**config.mk**
```make
export PLATFORM = sky130hd
export DESIGN_NAME = sub_unit
export DESIGN_NICKNAME = d
export VERILOG_FILES = /design/src/rtl/alu_pkg.sv /design/src/rtl/sub_adder.sv /design/src/rtl/sub_unit.sv
export SDC_FILE = /design/constraint.sdc
export NUM_CORES = 1
export LEC_CHECK = 0
export ABC_AREA = 0
export ABC_CLOCK_PERIOD_IN_PS = 4400
export CAP_MARGIN = 30
export CORE_UTILIZATION = 39
export CTS_CLUSTER_SIZE = 24
export DETAILED_ROUTE_END_ITERATION = 7
export PLACE_DENSITY = 0.78
export SYNTH_ARGS = -nofsm -noshare
export SYNTH_HDL_FRONTEND = slang
export SYNTH_SLANG_ARGS = --single-unit
```
**constraint.sdc**
```tcl
create_clock -name clk -period 4.4 [get_ports clk]
set_clock_uncertainty 0.1 [all_clocks]
set_input_delay 0.44 -clock clk [delete_from_list [all_inputs] [get_ports clk]]
set_output_delay 0.44 -clock clk [all_outputs]
set_load 0.02 [all_outputs]
```
**src/rtl/alu_pkg.sv**
```systemverilog
// Shared ALU definitions: datapath width, flag bit positions and the flag bundle.
package alu_pkg;

  localparam int XLEN   = 32;
  localparam int FLAG_W = 4;

  // Bit positions of each flag inside a packed flag vector.
  localparam int FLAG_ZERO   = 0;
  localparam int FLAG_NEG    = 1;
  localparam int FLAG_BORROW = 2;
  localparam int FLAG_OVF    = 3;

  typedef struct packed {
    logic ovf;
    logic borrow;
    logic neg;
    logic zero;
  } alu_flags_t;

  function automatic alu_flags_t make_flags(input logic ovf, input logic borrow,
                                            input logic neg, input logic zero);
    alu_flags_t f;
    f.ovf    = ovf;
    f.borrow = borrow;
    f.neg    = neg;
    f.zero   = zero;
    return f;
  endfunction

endpackage

```
**src/rtl/sub_adder.sv**
```systemverilog
// WIDTH-bit carry-lookahead adder: 4-bit lookahead groups, group carries chained
// through group generate/propagate terms. Operands are zero-padded to a whole group.
module sub_adder #(
  parameter int WIDTH = 32
) (
  input  logic [WIDTH-1:0] a,
  input  logic [WIDTH-1:0] b_inv,
  input  logic             cin,
  output logic [WIDTH-1:0] sum,
  output logic             cout
);

  localparam int NGRP = (WIDTH + 3) / 4;
  localparam int PW   = NGRP * 4;

  logic [PW-1:0] a_ext_s;
  logic [PW-1:0] b_ext_s;
  logic [PW-1:0] g_s;
  logic [PW-1:0] p_s;
  logic [PW:0]   carry_s;
  logic [PW-1:0] sum_ext_s;
  logic          grp_g_s;
  logic          grp_p_s;

  // Generate/propagate, in-group lookahead carries and group-level carry chain.
  always_comb begin
    a_ext_s            = '0;
    b_ext_s            = '0;
    a_ext_s[WIDTH-1:0] = a;
    b_ext_s[WIDTH-1:0] = b_inv;
    g_s                = a_ext_s & b_ext_s;
    p_s                = a_ext_s ^ b_ext_s;
    carry_s            = '0;
    carry_s[0]         = cin;
    grp_g_s            = 1'b0;
    grp_p_s            = 1'b0;
    for (int k = 0; k < NGRP; k++) begin
      carry_s[4*k+1] = g_s[4*k]
                     | (p_s[4*k] & carry_s[4*k]);
      carry_s[4*k+2] = g_s[4*k+1]
                     | (p_s[4*k+1] & g_s[4*k])
                     | (p_s[4*k+1] & p_s[4*k] & carry_s[4*k]);
      carry_s[4*k+3] = g_s[4*k+2]
                     | (p_s[4*k+2] & g_s[4*k+1])
                     | (p_s[4*k+2] & p_s[4*k+1] & g_s[4*k])
                     | (p_s[4*k+2] & p_s[4*k+1] & p_s[4*k] & carry_s[4*k]);
      grp_g_s = g_s[4*k+3]
              | (p_s[4*k+3] & g_s[4*k+2])
              | (p_s[4*k+3] & p_s[4*k+2] & g_s[4*k+1])
              | (p_s[4*k+3] & p_s[4*k+2] & p_s[4*k+1] & g_s[4*k]);
      grp_p_s = p_s[4*k+3] & p_s[4*k+2] & p_s[4*k+1] & p_s[4*k];
      carry_s[4*k+4] = grp_g_s | (grp_p_s & carry_s[4*k]);
    end
    sum_ext_s = p_s ^ carry_s[PW-1:0];
  end

  assign sum  = sum_ext_s[WIDTH-1:0];
  assign cout = carry_s[WIDTH];

endmodule

```
**src/rtl/sub_unit.sv**
```systemverilog
// EX-stage subtractor: combinational a - b with status flags, plus a one-cycle
// registered copy qualified by out_valid for pipelined consumers. WIDTH must be >= 2.
module sub_unit
  import alu_pkg::*;
#(
  parameter int WIDTH = XLEN
) (
  input  logic             clk,
  input  logic             rst,
  input  logic [WIDTH-1:0] a,
  input  logic [WIDTH-1:0] b,
  input  logic             in_valid,
  output logic [WIDTH-1:0] result,
  output logic             zero,
  output logic             negative,
  output logic             borrow,
  output logic             overflow,
  output logic [WIDTH-1:0] result_q,
  output logic [FLAG_W-1:0] flags_q,
  output logic             out_valid
);

  logic [WIDTH-1:0] b_inv_s;
  logic [WIDTH-1:0] result_s;
  logic             cout_s;
  logic             overflow_s;
  alu_flags_t       flags_s;

  logic [WIDTH-1:0] result_q_r;
  alu_flags_t       flags_q_r;
  logic             out_valid_r;

  assign b_inv_s = ~b;

  sub_adder #(
    .WIDTH (WIDTH)
  ) u_adder (
    .a     (a),
    .b_inv (b_inv_s),
    .cin   (1'b1),
    .sum   (result_s),
    .cout  (cout_s)
  );

  // Signed overflow only when operand signs differ and the result sign leaves a's sign.
  assign overflow_s = (a[WIDTH-1] != b[WIDTH-1]) && (result_s[WIDTH-1] != a[WIDTH-1]);
  assign flags_s    = make_flags(overflow_s, ~cout_s, result_s[WIDTH-1], ~|result_s);

  assign result   = result_s;
  assign zero     = flags_s.zero;
  assign negative = flags_s.neg;
  assign borrow   = flags_s.borrow;
  assign overflow = flags_s.ovf;

  // Output stage: reset clears, in_valid captures, otherwise data holds and valid drops.
  always_ff @(posedge clk) begin
    if (rst) begin
      result_q_r  <= '0;
      flags_q_r   <= '0;
      out_valid_r <= 1'b0;
    end else if (in_valid) begin
      result_q_r  <= result_s;
      flags_q_r   <= flags_s;
      out_valid_r <= 1'b1;
    end else begin
      result_q_r  <= result_q_r;
      flags_q_r   <= flags_q_r;
      out_valid_r <= 1'b0;
    end
  end

  assign result_q  = result_q_r;
  assign flags_q   = flags_q_r;
  assign out_valid = out_valid_r;

endmodule

```
==> summary.txt, run 1 <==
=====================================================================================================
Worst-Skew Late Latency ................................................................      0.29 ns
Number of antenna violations at the first check in global routing ......................            0
Final min period .......................................................................      4.94 ns
Pwr/cell area ..........................................................................   296 nW/um2
Run status ............................................................................. complete, but fails checks
Non-filler instance count after layout .................................................          738
Mapped Avg Cell Area ...................................................................     8.11 um2
Worst IR Drop VDD ......................................................................       186 uV
Combinational family with the most area after synthesis ................................ compound AO/OA/AOI/OAI gates
Half-perimeter wire length of the detailed placement result ............................      9.42 mm
First-pass GRT wire length .............................................................      21.3 mm
Via count ..............................................................................         4128
Net count, final .......................................................................          742
Violated checks ........................................................................ negative setup slack
Post-route cell area ...................................................................     6020 um2
Routability congestion estimate from global placement ..................................        0.912
Post-synthesis mux area share ..........................................................        7.24%
Clock Pin Slew Worst Setup and Hold Paths ..............................................      0.08 ns
Drt first pass iters ...................................................................            4
Number of remaining DRC errors .........................................................            0
Synthesized Nets .......................................................................          499
Number of violations of the max-capacitance limit ......................................            0
Post-DR vias/cell ......................................................................         5.59
Total Routed Length ....................................................................      13.7 mm
Warning count from the yosys run .......................................................            0
TNS Setup ..............................................................................     -1.01 ns
Depth of the CTS H-tree ................................................................            2
Xor/xnor share of the synthesized area .................................................        4.96%
Average wire length per cell after detail routing ......................................      18.6 um
Signal arrival time at the worst endpoint ..............................................      4.40 ns
Via count of the first global-routing pass .............................................         4296
Post-synthesis share of cell area spent on full adders, half adders and majority gates .        17.4%
Placed Instances .......................................................................          712
Count of final max-slew check failures .................................................            0
ANT cells ..............................................................................            0
Count of routing violations after the opening detailed-route iteration .................          208
Setup crit start kind ..................................................................    input pin
Effective utilization at floorplan .....................................................        40.7%
Number of enable-type register cells in the synthesized netlist ........................            0
Fraction of synthesis flops using an asynchronous set or reset pin .....................           0%
Commonest non-fill, non-tap cells in the layout ........................................ buf_4 (101), clkdlybuf4s50_1 (100), nor2_1 (48), inv_1 (41), dfxtp_1 (36)
Kind of capture point of the worst setup path ..........................................  output port
Highest achievable clock rate ..........................................................      203 MHz
Post-synth cell types ..................................................................           62
Core footprint .........................................................................     7810 um2
Total clock buffers created by CTS .....................................................            5
RSZ-0062 raised after global routing ...................................................         true
Required time at the worst-slack endpoint ..............................................      3.86 ns
Maximum number of pins on one net before global-route repair ...........................           44
Classification of the worst setup path .................................................    in -> out
Ratio of cells with drive above 1 in the final layout ..................................        33.2%
Final Setup Violations .................................................................            2
Final worst setup slack ................................................................    -0.538 ns
Die outline height .....................................................................      92.3 um
CP max FO ..............................................................................            3
Buffer levels on the longest clock path ................................................            2
Register area share after synthesis ....................................................        22.7%
Hold Crit Class ........................................................................   reg -> reg
Setup slack, reg-to-reg ................................................................      3.46 ns
DP Area ................................................................................     5380 um2
Leakage ................................................................................      2.76 nW
Share of synthesized cell area in and, or, nand and nor gates ..........................        19.0%
GR Overflow Total ......................................................................            0
Row count ..............................................................................           32
Pin slew with the least headroom to its limit ..........................................     0.750 ns
Die outline area .......................................................................     8520 um2
Flops & latches, synth .................................................................           36
Compound-gate portion of the synthesized area ..........................................        20.2%
Input/output buffers ...................................................................          139
Clk root buf ...........................................................................     clkbuf_8
Aggregate global-route resource usage ..................................................        31.6%
Top-level port count ...................................................................          140
Endpoints failing hold .................................................................            0
Slew headroom ..........................................................................        49.3%
Total standard cell area after synthesis ...............................................     3180 um2
Portion of the clock cycle consumed by the worst path in the final layout ..............         112%
Final hold slack .......................................................................     0.382 ns
Number of nets with antenna violations after detailed routing ..........................            0
Primary flip-flop cell chosen by synthesis mapping .....................................      dfxtp_1
Area Overhead vs Synth .................................................................        89.3%
Number of instances in the synthesized netlist .........................................          392
Number of hold buffers added after cts .................................................            0
Commonest non-fill, non-tap cell in the layout .........................................        buf_4
Utilization after layout ...............................................................        77.1%
Clock tree sinks .......................................................................           36
Clock tree from TritonCTS ..............................................................          yes
Die Span X .............................................................................      92.3 um
=====================================================================================================
path summary, 6_finish.rpt:
| kind | from | endpoint | cells past startpoint |
|---|---|---|---|
| worst max register to register | result_q[12] | result_q[12] | 2 |
| worst max-delay path | b[22] | zero | 17 |
| worst min register to register | result_q[20] | result_q[20] | 2 |
| worst min-delay path | result_q[20] | result_q[20] | 2 |
registers in the layout, indices dropped and copies added, names as in the netlist:
name       flops
result_q      32
flags_q        3
out_valid      1
area by class of cell:
cell class / count / area [um2]
multi-input combinational: 286 / 2640
timing repair buffer: 247 / 2190
fill: 492 / 1790
sequential: 36 / 721
inverter: 59 / 224
tap: 102 / 128
clock buffer: 5 / 68.8
clock inverter: 3 / 42.5
logic make-up after synthesis:
logic type | count (synthesis)
muxes | 23
xor gates and xnor gates | 18
buffers and inverters | 70
AOI/OAI and AO/OA | 84
and+or+nand+nor | 121
adders and majority gates | 40
DFF | 36
metal layers:
layer | track usage (%) | up-vias | part of all wire [%]
met5 | 0 | - | 0
li1 | - | 1868 | -
met2 | 56.6 | 235 | 50
met4 | 16.3 | 0 | 5.1
met3 | 4.02 | 69 | 6.2
met1 | 36.6 | 1956 | 39
cell usage after synthesis (3+ instances only):
cell / instances / area share, %
a2111oi_0: 3 / 0.83
a211oi_1: 10 / 2.4
a21o_1: 6 / 1.4
a21oi_1: 16 / 2.5
a22oi_1: 4 / 0.94
a31oi_1: 4 / 0.79
and2_2: 5 / 1.2
and3_1: 3 / 0.59
clkbuf_1: 7 / 0.83
dfxtp_1: 36 / 23
fa_1: 7 / 4.4
ha_1: 33 / 13
inv_1: 57 / 6.7
mux2i_1: 23 / 7.2
nand2_1: 15 / 1.8
nand2b_1: 4 / 0.79
nand3_1: 5 / 0.79
nand4_1: 6 / 1.2
nor2_1: 52 / 6.1
nor3_1: 8 / 1.3
nor4_1: 6 / 1.2
o211a_1: 3 / 0.94
o21a_1: 5 / 1.2
o21ai_0: 9 / 1.4
xnor2_1: 14 / 3.9
xor2_1: 4 / 1.1
worst max-delay path, cell delays in order:
cell	delay [ns]
clkdlybuf4s50_1	0.47
inv_1	0.05
ha_1	0.31
nand2_2	0.09
nor2_4	0.14
nand4_1	0.16
o21a_4	0.25
a21o_1	0.19
fa_2	0.41
xnor2_4	0.15
nor4_2	0.24
nand4b_1	0.14
or4_4	0.44
a2111oi_4	0.20
nand4_1	0.20
nor4b_4	0.32
buf_4	0.18
where the power goes:
| part | internal [mW] | switching [mW] |
|---|---|---|
| combinational | 0.533 | 0.554 |
| clock | 0.168 | 0.146 |
| sequential | 0.360 | 0.0184 |
metrics by stage:
| stage | total power, mW | setup WS [ns] |
|---|---|---|
| 2_1_floorplan | 0.849 | -0.410 |
| 3_3_place_gp | 1.34 | -1.34 |
| 3_5_place_dp | 1.36 | -1.46 |
| 4_1_cts | 1.71 | -0.624 |
| 5_1_grt | 1.86 | -0.712 |
| 6_report | 1.78 | -0.538 |
repair_timing:
action	CTS	global route
gates resized for setup	137	19
endpoints found under the hold margin	0	0
pin swaps	36	18
endpoints found under the setup margin	8	2
setup buffers	18	1
Note: power is estimated with default switching activity, not from simulation.
==> inputs of run 2 (changes only) <==
--- a/config.mk
+++ b/config.mk
@@ -6,7 +6,7 @@
 export NUM_CORES = 1
 export LEC_CHECK = 0
 export ABC_AREA = 0
-export ABC_CLOCK_PERIOD_IN_PS = 4400
+export ABC_CLOCK_PERIOD_IN_PS = 4250
 export CAP_MARGIN = 30
 export CORE_UTILIZATION = 39
 export CTS_CLUSTER_SIZE = 24
==> constraint.sdc (replaced) <==
create_clock -name clk -period 4.25 [get_ports clk]
set_clock_uncertainty 0.1 [all_clocks]
set_input_delay 0.425 -clock clk [delete_from_list [all_inputs] [get_ports clk]]
set_output_delay 0.425 -clock clk [all_outputs]
set_load 0.02 [all_outputs]
==> run 2 against run 1 <==
- the run still ends with negative setup slack left
- register-to-register slack got worse by 0.14 ns
- clock power is 3% higher
- die area unchanged
- largest cell class unchanged
- largest power group unchanged
- non-clock buffer count is 14 higher
- power up 8.2%
==> summary.txt, run 2 (same netlist as run 1, synthesis figures left out) <==
========================================================================================
Delay of the slowest cell on the worst path ...............................      0.56 ns
Final min period ..........................................................      5.18 ns
Worst IR Drop VDD .........................................................       183 uV
Area Overhead vs Synth ....................................................        97.6%
Part of the total power dissipated in combinational logic .................        62.8%
Violated checks ........................................................... negative setup slack
Non-filler instance count after layout ....................................          752
Row count .................................................................           32
Classification of the worst setup path ....................................    in -> out
Kind of capture point of the worst setup path .............................  output port
Setup slack, reg-to-reg ...................................................      3.32 ns
Required time at the worst-slack endpoint .................................      3.72 ns
Slew headroom .............................................................        48.3%
Signal arrival time at the worst endpoint .................................      4.65 ns
Leakage ...................................................................      2.99 nW
Commonest non-fill, non-tap cell in the layout ............................        buf_4
Input/output buffers ......................................................          139
Final Setup Violations ....................................................            7
GR Overflow Total .........................................................            0
Placed Instances ..........................................................          717
Run status ................................................................ complete, but fails checks
Via count .................................................................         4368
Count of routing violations after the opening detailed-route iteration ....          398
Post-DR vias/cell .........................................................         5.81
Average wire length per cell after detail routing .........................      20.6 um
Number of remaining DRC errors ............................................            0
CP max FO .................................................................            2
Portion of the clock cycle consumed by the worst path in the final layout .         122%
Clk root buf ..............................................................     clkbuf_8
Die Span X ................................................................      92.3 um
Highest achievable clock rate .............................................      193 MHz
Clock tree sinks ..........................................................           36
Clock network fraction of design power ....................................        16.7%
Aggregate global-route resource usage .....................................        31.8%
Number of nets with antenna violations after detailed routing .............            0
Setup WS pre-CTS ..........................................................     -1.69 ns
Switching part of the total ...............................................        41.1%
Core footprint ............................................................     7810 um2
Die outline height ........................................................      92.3 um
Maximum number of pins on one net before global-route repair ..............           44
Clock tree from TritonCTS .................................................          yes
Commonest non-fill, non-tap cells in the layout ........................... buf_4 (118), clkdlybuf4s50_1 (79), nor2_1 (48), dfxtp_1 (36), inv_1 (32)
Number of antenna violations at the first check in global routing .........            0
First-pass GRT wire length ................................................      21.1 mm
RSZ-0062 raised after global routing ......................................         true
Clock Pin Slew Worst Setup and Hold Paths .................................      0.08 ns
Net count, final ..........................................................          756
Depth of the CTS H-tree ...................................................            2
Number of hold buffers added after cts ....................................            0
Final worst setup slack ...................................................    -0.925 ns
Pwr/cell area .............................................................   306 nW/um2
Die outline area ..........................................................     8520 um2
Effective utilization at floorplan ........................................        40.7%
Crit path cell chain ...................................................... buf_6 > ha_4 > o21a_1 > a2bb2oi_2 > inv_2 > o21ai_4 > inv_2 > o31a_4 > o21a_4 > a21o_1 > fa_2 > nand4_1 > nor2_2 > nand4b_1 > or4_4 > a2111oi_4 > nand4_1 > nor4b_4 > buf_4
Net Switching .............................................................     0.791 mW
Ratio of cells with drive above 1 in the final layout .....................        38.5%
Via count of the first global-routing pass ................................         4290
Max reg flops .............................................................           32
Total clock buffers created by CTS ........................................            5
Final hold slack ..........................................................     0.381 ns
Drt first pass iters ......................................................            6
Buffer levels on the longest clock path ...................................            2
Worst-Skew Late Latency ...................................................      0.30 ns
Endpoints failing hold ....................................................            0
Internal cell power .......................................................      1.13 mW
Slowest CP cell ...........................................................         fa_2
Half-perimeter wire length of the detailed placement result ...............      9.38 mm
Part of the total power dissipated in sequential elements .................        20.4%
Routability congestion estimate from global placement .....................        0.926
ANT cells .................................................................            0
Pin slew with the least headroom to its limit .............................     0.764 ns
Hold Crit Class ...........................................................   reg -> reg
Setup crit start kind .....................................................    input pin
Count of final max-slew check failures ....................................            0
Total Routed Length .......................................................      15.5 mm
Number of violations of the max-capacitance limit .........................            0
Top-level port count ......................................................          140
========================================================================================
[run 2: changes by cell type in the layout (fill, tap and decap cells not counted), sizes merged]
cell,before,now
clkdlybuf4s50,100,79
dlygate4sd2,23,24
clkbuf,5,6
buf,118,135
clkdlybuf4s15,6,5
dlymetal6s2s,0,17
[run 2: area by class of cell]
| class | count | area [um2] |
|---|---|---|
| Clock buffer | 5 | 68.8 |
| Fill cell | 459 | 1520 |
| Timing Repair Buffer | 261 | 2320 |
| Multi-Input combinational cell | 286 | 2780 |
| Sequential cell | 36 | 721 |
| Inverter | 59 | 224 |
| Clock inverter | 3 | 42.5 |
| Tap cell | 102 | 128 |
[run 2: repair_timing]
item	4_1_cts	5_1_grt
pin swaps	29	32
gates cloned	0	0
gates resized for setup	151	67
setup endpoints to repair	13	9
hold endpoints to repair	0	0
buffers inserted	19	10
[run 2: power by group through the flow]
stage	registers, mW	clock network, mW	logic (mW)
global placement	0.397	0	1.00
global route	0.397	0.346	1.26
detailed placement	0.399	0	1.02
finish	0.393	0.322	1.21
floorplan	0.441	0	0.438
CTS	0.392	0.319	1.09
[run 2: final timing paths]
check | startpoint | end | cells past startpoint
setup / recovery | a[3] | zero | 19
hold / removal | result_q[23] | result_q[23] | 2
setup reg to reg | result_q[30] | result_q[30] | 2
hold reg to reg | result_q[23] | result_q[23] | 2
[run 2: stage by stage]
stage	power [mW]	TNS (ns)	util, %	instance area, um2
2_1_floorplan	0.879	-0.530	-	3230
3_3_place_gp	1.40	-2.77	69.3	5410
3_5_place_dp	1.42	-4.04	69.3	5410
4_1_cts	1.80	-0.816	76.3	5960
5_1_grt	2.01	-2.39	80.5	6280
6_report	1.93	-1.55	80.5	6280
[run 2: metal layers]
layer | track usage, % | wire (um)
met1 | 35.3 | 5470
met2 | 57.7 | 7530
met3 | 5.34 | 1320
met4 | 16.8 | 1160
met5 | 0 | 0
[run 2: critical path, delay by kind of cell]
family	cells	cell delay, ns
AND/OR/NAND/NOR	6	1.54
buffers and inverters	4	0.42
adder cells (fa/ha/maj)	2	0.82
AO/OA/AOI/OAI	7	1.43
==> inputs of run 3 (changes only) <==
--- a/config.mk
+++ b/config.mk
@@ -11,6 +11,7 @@
 export CORE_UTILIZATION = 39
 export CTS_CLUSTER_SIZE = 24
 export DETAILED_ROUTE_END_ITERATION = 7
+export GPL_ROUTABILITY_DRIVEN = 0
 export PLACE_DENSITY = 0.78
 export SYNTH_ARGS = -nofsm -noshare
 export SYNTH_HDL_FRONTEND = slang
==> results of run 3 <==
Same layout as run 2: the final DEF is identical, and so are final timing and power.
